File: src/rtl/mac_dot_sequencer.sv
// mac_dot_sequencer: frame-level controller around a 24x18 signed MAC.
// Takes (a, b) operand pairs framed by s_last_i. It drives the MAC operands
// and the accumulator clear with the skew the MAC pipeline needs. The
// finished dot product is presented on a valid/ready result port.
//
// Ports:
//   clk_i, rst_i            rising-edge clock, synchronous active-high reset
//   s_valid_i / s_ready_o   operand-pair handshake
//   s_a_i, s_b_i, s_last_i  signed operands and end-of-frame marker
//   m_valid_o / m_ready_i   result handshake
//   m_data_o                43-bit signed dot product (wraps modulo 2^43)
//   m_len_o                 beats summed in the presented frame
//   m_trunc_o               frame was closed by the MAX_LEN limit
//
// mult_accumulate is the MAC datapath: product register followed by an
// accumulator. Clear replaces the accumulator with the incoming product.

`timescale 1ns/1ps

module mult_accumulate (
   input  logic               clk_i,
   input  logic               rst_i,
   input  logic               clear_i,
   input  logic signed [23:0] a_i,
   input  logic signed [17:0] b_i,
   output logic signed [42:0] res_o
);

   logic signed [41:0] prod_d, prod_q;
   logic signed [42:0] acc_d, acc_q;

   always_comb begin
      prod_d = 42'(a_i) * 42'(b_i);
      if (clear_i) begin
         acc_d = 43'(prod_q);
      end else begin
         acc_d = acc_q + 43'(prod_q);
      end
   end

   always_ff @(posedge clk_i) begin
      if (rst_i) begin
         prod_q <= '0;
         acc_q  <= '0;
      end else begin
         prod_q <= prod_d;
         acc_q  <= acc_d;
      end
   end

   assign res_o = acc_q;

endmodule

// state | meaning
// ------+--------------------------------------------------------------
// IDLE  | waiting for the first beat of a frame
// ACC   | frame open, accepting further beats
// DRAIN | end beat accepted, last product entering the accumulator
// OUT   | result presented, waiting for m_ready_i
module mac_dot_sequencer #(
   parameter  int MAX_LEN = 64,
   localparam int LW      = $clog2(MAX_LEN + 1)
) (
   input  logic               clk_i,
   input  logic               rst_i,
   input  logic               s_valid_i,
   output logic               s_ready_o,
   input  logic signed [23:0] s_a_i,
   input  logic signed [17:0] s_b_i,
   input  logic               s_last_i,
   output logic               m_valid_o,
   input  logic               m_ready_i,
   output logic signed [42:0] m_data_o,
   output logic [LW-1:0]      m_len_o,
   output logic               m_trunc_o
);

   typedef enum logic [1:0] {
      ST_IDLE,
      ST_ACC,
      ST_DRAIN,
      ST_OUT
   } state_t;

   state_t            state_d, state_q;
   logic [LW-1:0]     count_d, count_q;
   logic [LW-1:0]     len_d, len_q;
   logic              trunc_d, trunc_q;
   logic              clr_d, clr_q;

   logic              accept;
   logic              first_beat;
   logic              at_max;
   logic              end_beat;
   logic [LW-1:0]     beat_num;
   logic signed [23:0] mac_a;
   logic signed [17:0] mac_b;

   always_comb begin
      state_d    = state_q;
      count_d    = count_q;
      len_d      = len_q;
      trunc_d    = trunc_q;
      clr_d      = 1'b0;
      s_ready_o  = 1'b0;
      m_valid_o  = 1'b0;

      case (state_q)
         ST_IDLE, ST_ACC: s_ready_o = 1'b1;
         ST_OUT:          m_valid_o = 1'b1;
         default:         s_ready_o = 1'b0;
      endcase

      accept     = s_valid_i & s_ready_o;
      first_beat = (state_q == ST_IDLE);
      // Ordinal of the beat being offered, counting from 1.
      beat_num   = first_beat ? LW'(1) : count_q + LW'(1);
      at_max     = (beat_num == LW'(MAX_LEN));
      end_beat   = s_last_i | at_max;

      // Idle cycles push zero products so the accumulator holds its value.
      mac_a = accept ? s_a_i : '0;
      mac_b = accept ? s_b_i : '0;

      if (accept) begin
         count_d = beat_num;
         // First product reaches the accumulator one cycle after accept.
         clr_d   = first_beat;
         if (end_beat) begin
            len_d   = beat_num;
            trunc_d = at_max & ~s_last_i;
         end
      end

      case (state_q)
         ST_IDLE: begin
            if (accept) state_d = end_beat ? ST_DRAIN : ST_ACC;
         end
         ST_ACC: begin
            if (accept && end_beat) state_d = ST_DRAIN;
         end
         ST_DRAIN: state_d = ST_OUT;
         ST_OUT: begin
            if (m_ready_i) state_d = ST_IDLE;
         end
         default: state_d = ST_IDLE;
      endcase
   end

   always_ff @(posedge clk_i) begin
      if (rst_i) begin
         state_q <= ST_IDLE;
         count_q <= '0;
         len_q   <= '0;
         trunc_q <= 1'b0;
         clr_q   <= 1'b0;
      end else begin
         state_q <= state_d;
         count_q <= count_d;
         len_q   <= len_d;
         trunc_q <= trunc_d;
         clr_q   <= clr_d;
      end
   end

   mult_accumulate u_mac (
      .clk_i   (clk_i),
      .rst_i   (rst_i),
      .clear_i (clr_q),
      .a_i     (mac_a),
      .b_i     (mac_b),
      .res_o   (m_data_o)
   );

   assign m_len_o   = len_q;
   assign m_trunc_o = trunc_q;

endmodule
File: config.mk
export PLATFORM = sky130hd
export DESIGN_NAME = mac_dot_sequencer
export DESIGN_NICKNAME = d
export VERILOG_FILES = /design/src/rtl/mac_dot_sequencer.sv
export SDC_FILE = /design/constraint.sdc
export NUM_CORES = 1
export LEC_CHECK = 0
export BUFFER_PORTS_ARGS = -buffer_cell sky130_fd_sc_hd__buf_2
export CORE_ASPECT_RATIO = 0.75
export CORE_UTILIZATION = 40
export DETAILED_ROUTE_END_ITERATION = 12
export GPL_ROUTABILITY_DRIVEN = 1
export SYNTH_ARGS = -nofsm -noshare
export SYNTH_HDL_FRONTEND = slang
export SYNTH_HIERARCHICAL = 1
export SYNTH_SLANG_ARGS = --single-unit
export TNS_END_PERCENT = 30
File: constraint.sdc
create_clock -name clk_i -period 8.1 [get_ports clk_i]
set_clock_uncertainty 0.05 [all_clocks]
set_input_delay 1.215 -clock clk_i [delete_from_list [all_inputs] [get_ports clk_i]]
set_output_delay 1.215 -clock clk_i [all_outputs]
set_load 0.03 [all_outputs]
; Word-level counts from Yosys, hierarchy flattened
; Cells that the tools add are included.
[word_totals]
input_bits = 47
word_cells = 39
latchBits = 0
output_inout_bits = 53
memories = 0
regBits = 103
ram_bits = 0
romBits = 0
[op_classes]
order_cmp = 0
shifts = 0
div = 0
bitwise = 5
mux = 11
eq_ne = 7
addsub = 2
n_reduce_logical = 6
multipliers = 1
[op_table]
columns = operator, count
row1 = $add A43 B42 Y43, 1
row2 = $mux W43, 1
row3 = $mul A24 B18 Y42, 1
row4 = $mux W24, 1
row5 = $mux W18, 1
row6 = $mux W2, 4
row7 = $pmux W2 S4, 1
row8 = $add A7 B1 Y7 const B, 1
row9 = $eq A7 B7 Y1 const B, 1
row10 = $mux W7, 1
row11 = $ne A2 B2 Y1 const B, 3
row12 = $eq A2 B2 Y1 const B, 2
row13 = $reduce_or A2 Y1, 2
row14 = $reduce_and A3 Y1, 1
row15 = $and A1 B1 Y1, 2
row16 = $eq A2 B1 Y1 const B, 1
row17 = $logic_not A2 Y1, 1
row18 = $mux W1, 2
row19 = $not A1 Y1, 2
row20 = $reduce_and A2 Y1, 1
row21 = $logic_and A1 B1 Y1, 1
row22 = $or A1 B1 Y1, 1

; Depth between registers and ports, before layout
[depth]
word_depth = 7
ltp_mapped = 33

; Modules after synthesis
; The synthesis kept the hierarchy.
[by_module_without_submodules]
columns = module, area_each_um2, cells_each, n_inst
row1 = mult_accumulate, 20079.3, 2320, 1
row2 = mac_dot_sequencer, 1418.9, 178, 1

; Worst setup path before layout
; No wires, ideal clock.
[synth_timing]
path_type = input-to-reg
from = input port s_valid_i
to = register u_mac.prod_q[38]
path_buffers = 5
slack_ns = -0.089
arrival_ns = 8.008
t_required_ns = 7.919
stages = 30
cell_sequence = o21a_1 clkbuf_1 clkbuf_1 and2_1 clkbuf_1 clkbuf_1 nand2_1 fa_1 inv_1 fa_1 inv_1 fa_1 inv_1 fa_1 fa_1 inv_1 fa_1 inv_1 ha_1 buf_2 a21o_1 a21o_1 a2111oi_2 o31ai_1 a211o_1 a221o_1 a21oi_2 nor2_1 a2111oi_2 nor3_1
[synth_via]
elab_chain_len = 3
word_cells_on_any_way = 4
[synth_rtl]
columns = item, line
row1 = "start, declared", 67  ; input logic s_valid_i,
row2 = $and A1 B1 Y1, 115  ; accept = s_valid_i & s_ready_o;
row3 = $mux W24, 123  ; mac_a = accept ? s_a_i : '0;
row4 = named net mac_a[19], 97  ; logic signed [23:0] mac_a;
row5 = $mul A24 B18 Y42, 33  ; prod_d = 42'(a_i) * 42'(b_i);
row6 = "end signal, assigned", 46  ; prod_q <= prod_d;
row7 = "end, declared", 29  ; logic signed [41:0] prod_d, prod_q;
; The timed path passes the listed nets, and every way through them passes these cells.
; A chain may end at the register's enable or synchronous reset.

; Worst setup path in the final report
; Same ends and word-level chain as after synthesis.

==> run_results.csv <==
group,metric,value,unit
logic_synthesis,post_synthesis_adder_cell_area_fraction,0.4852,
critical_path,timing.setup.critical_path_class,"in -> reg",
routing,number_of_detailed_route_iterations_in_the_first_pass,5,
cts,ctsLongestPathBuffers,2,
routing,drt.antenna.violating_nets,0,
die,rows,73,
cts,cts_tree,"yes",
finish,multiInputGateArea,0.01708,sq mm
die,die_h,202.8,um
min_path,timing.hold.worst_path_depth,2,
power_and_ir_drop,power_frac_seq,0.120,
grt,grt_util_all_layers,0.2120,
logic_synthesis,synth_cell_type_count,88,
finish,register_area,0.002063,sq mm
routing,post-route-drc-count,0,
routing,routed_via_density,5.013,
grt,grt_overflow,0,
sta,finalHoldViolations,0,
critical_path,crit_path_slowest_cell,"sky130_fd_sc_hd__fa_1",
sta,final_critical_path_setup_slack,0.3807,ns
sta,timing.max_slew.rel_slack,0.4404,
power_and_ir_drop,clkPwrFrac,0.064,
logic_synthesis,synth_simple_gate_area_share,0.1785,
logic_synthesis,synth.yosys.warnings,6,
cts,clock_insertion_delay_worst_skew,0.37,ns
sta,finalWorstPathRequiredPeriod,7.719,ns
logic_synthesis,synth_compound_area_frac,0.09504,
cts,postCtsHoldBufs,0,
critical_path,setup.reg_to_reg.worst_slack,0.52,ns
sta,unrepaired_setup_endpoints_after_global_routing,"no",
critical_path,crit_buf_inv,7,
sta,report.final.slew_viol_count,0,
logic_synthesis,synth_edf_count,0,
logic_synthesis,postSynthRegisterBits,103,
logic_synthesis,post_synth_instance_area,0.02150,sq mm
logic_synthesis,commonest_cells_post_synth,"510 x sky130_fd_sc_hd__inv_1, 426 x sky130_fd_sc_hd__fa_1, 331 x sky130_fd_sc_hd__nand2_1",
placement,dpl.hpwl,47540,um
outcome,outcome,"completed",
grt,grt_antenna_before_repair,4,
die,chipWidth,269.7,um
grt,grt_pass1_wl,92260,um
finish,layout-drive-gt1-share,0.09281,
run,max_cap_violations,0,
die,start_util,0.4051,
finish,post_layout_instance_count_excluding_filler_cells,3299,
critical_path,timing.rr.end,"u_mac/prod_q[38]",
critical_path,worst-endpoint-arrival,7.90,ns
die,boundaryPins,100,
placement,dpl_worst_slack,-0.06683,ns
critical_path,cp_top_family,"adder cells",
finish,area_delta_synth_final,10.07,%
logic_synthesis,synth-seq-area-share,0.09591,
critical_path,most_frequent_cell_on_critical_path,"sky130_fd_sc_hd__fa_1",
power_and_ir_drop,p_int,3.141,mW
cts,post-cts-setup-buffer-count,0,
grt,grt_pass1_vias,17190,
grt,grt_max_degree,68,
logic_synthesis,syn_avg_cell_area,8.606,sq um
cts,h-tree-depth,3,
power_and_ir_drop,power_per_cell_area,286.5,mW/mm^2
finish,num-fill-cells,5194,
routing,routed_wl,55890,um
die,fp.dieArea,0.05469,sq mm
sta,slew_of_the_pin_with_the_lowest_slew_margin,0.8395,ns
cts,cts_made_buffers,9,
critical_path,timing.critical_path.from_type,"primary input",
power_and_ir_drop,power_frac_comb,0.816,
routing,vias,16540,
logic_synthesis,synth_most_common_cell,"sky130_fd_sc_hd__inv_1",
min_path,min-delay-path-class,"reg -> reg",
critical_path,cp_slowest_stage_delay,0.55,ns
sta,clock.fmax,129.5,MHz
logic_synthesis,synth_area_leaders,"sky130_fd_sc_hd__fa_1 40%, sky130_fd_sc_hd__dfxtp_1 9.6%, sky130_fd_sc_hd__inv_1 8.9%",
sta,setup_violations,0,
critical_path,critical_path_data_required_time,8.28,ns
finish,nets,3206,
power_and_ir_drop,vdd_drop_max,0.1686,mV
routing,avgRoutedWirePerCell,16.94,um
logic_synthesis,synth_cells,2498,
cts,clk_transition_reported_paths,0.07,ns
logic_synthesis,synth_top_cell_by_area,"sky130_fd_sc_hd__fa_1",
placement,place.detailed.instances,3282,
power_and_ir_drop,static-leakage-power,11.46,nW
critical_path,critPathMaxFanout,33,
logic_synthesis,netlist.area_leader.share,0.3967,
min_path,min_delay_worst_endpoint,"u_mac/res_o[37]",
die,fp.coreArea,0.05307,sq mm
logic_synthesis,flip_flop_cell_with_the_highest_count_after_synthesis,"sky130_fd_sc_hd__dfxtp_1",
cts,clock_sink_count,103,
logic_synthesis,synth_nets,3123,
placement,port_buffers,99,
logic_synthesis,synth.mux.area_fraction,0.004249,
power_and_ir_drop,switching_share,0.5367,
sta,timing.final.crit_share,0.9530,
cts,cts_repair_resize_count,0,
logic_synthesis,post_synth_xor_area_fraction,0.03056,
critical_path,crit-reg2reg-launch,"state_q[1]",
placement,finalWeightedCongestion,0.8884,
sta,tns,0,ns
cts,root_buffer,"sky130_fd_sc_hd__clkbuf_16",
critical_path,setup.worst_path.start,"s_valid_i",
logic_synthesis,combinational_family_with_the_most_area_after_synthesis,"adder cells",
critical_path,worst_r2r_path_depth,29,
power_and_ir_drop,switching_power,3.639,mW
logic_synthesis,synth-async-reset-ratio,0,
routing,drt_iter0_drc,1166,
critical_path,critPathCaptureType,"flip-flop",
min_path,worstHoldStart,"u_mac/prod_q[37]",
[kinds of logic after synthesis]
family,after synthesis
muxes,9
DFF,103
and+or+nand+nor,796
xor gates and xnor gates,75
buffers and inverters,630
AOI/OAI and AO/OA,307
adders and majority gates,578
[state kept, by name, indices dropped and copies added, names as in the netlist]
signal        flops
clr_q             1
count_q           7
m_len_o           7
m_trunc_o         1
state_q           2
u_mac/prod_q     42
u_mac/res_o      43
[layout by cell type (no fill, tap or decap), types with 9 or more instances in the layout]
master,synthesis,routed
sky130_fd_sc_hd__xor2_1,31,31
sky130_fd_sc_hd__ha_1,152,152
sky130_fd_sc_hd__dfxtp_1,103,102
sky130_fd_sc_hd__buf_12,0,18
sky130_fd_sc_hd__fa_1,426,426
sky130_fd_sc_hd__nand2_1,331,331
sky130_fd_sc_hd__nor2b_1,16,16
sky130_fd_sc_hd__o211ai_1,9,9
sky130_fd_sc_hd__clkbuf_16,0,9
sky130_fd_sc_hd__a21oi_1,95,94
sky130_fd_sc_hd__nor3_1,19,19
sky130_fd_sc_hd__nand2b_1,19,19
sky130_fd_sc_hd__buf_4,0,75
sky130_fd_sc_hd__a211oi_1,13,13
sky130_fd_sc_hd__nand3_1,25,25
sky130_fd_sc_hd__nand4_1,11,11
sky130_fd_sc_hd__nor2_1,132,132
sky130_fd_sc_hd__buf_2,3,98
sky130_fd_sc_hd__xnor2_1,44,44
sky130_fd_sc_hd__a21o_1,31,31
sky130_fd_sc_hd__a31oi_1,9,9
sky130_fd_sc_hd__o21ai_0,65,65
sky130_fd_sc_hd__inv_1,510,510
sky130_fd_sc_hd__and2_1,192,188
[worst min-delay path: cells and delay by family (launching register included)]
kind / cells / cell delay [ns]
flip-flops: 1 / 0.31
AND/OR/NAND/NOR: 1 / 0.05
AO/OA/AOI/OAI: 1 / 0.05
[routing by layer]
metal | vias up | wire, um | track usage
met5 | - | 8 | 0
met3 | 31 | 4649 | 0.04447
met1 | 8211 | 27390 | 0.3188
met2 | 504 | 23340 | 0.3172
li1 | 7791 | - | -
met4 | 2 | 491 | 0.03247
[final cells by class]
type                       instances  area share
clock inverter                     5    0.001692
tap                              712     0.03765
antenna                            1   0.0001058
clock buffer                      11     0.01068
inverter                         511     0.08106
multi-input combinational       1765      0.7219
timing repair buffer             191     0.05975
sequential                       103     0.08719
[worst max-delay path by stage]
stage,endpoint,slack [ns],depth (start not counted)
floorplan,u_mac/prod_q[38],0.006,30
global placement,u_mac/prod_q[38],0.05,28
detailed placement,u_mac/prod_q[38],-0.07,28
finish,u_mac/prod_q[38],0.38,27
CTS,u_mac/prod_q[38],0.31,28
global route,u_mac/prod_q[39],0.01,28
[stage by stage]
| step | area, sq um | power, mW | util | hold WS, ns |
|---|---|---|---|---|
| floorplan | 21500 | 4.701 | - | 0.3791 |
| finish | 23660 | 6.780 | 0.4459 | 0.4021 |
| global route | 23660 | 7.562 | 0.4459 | 0.4163 |
| detailed placement | 23350 | 6.316 | 0.4399 | 0.3979 |
| global placement | 23350 | 6.194 | 0.4399 | 0.3987 |
| CTS | 23640 | 6.777 | 0.4455 | 0.4065 |
[power by group through the flow]
| stage | Clock, mW | Sequential (mW) | Combinational (mW) |
|---|---|---|---|
| 6_report | 0.434 | 0.811 | 5.53 |
| 5_1_grt | 0.470 | 0.832 | 6.26 |
| 4_1_cts | 0.452 | 0.812 | 5.51 |
| 3_5_place_dp | 0 | 0.824 | 5.49 |
| 3_3_place_gp | 0 | 0.818 | 5.38 |
| 2_1_floorplan | 0 | 0.935 | 3.77 |
Power figures use the tool's default switching activity.
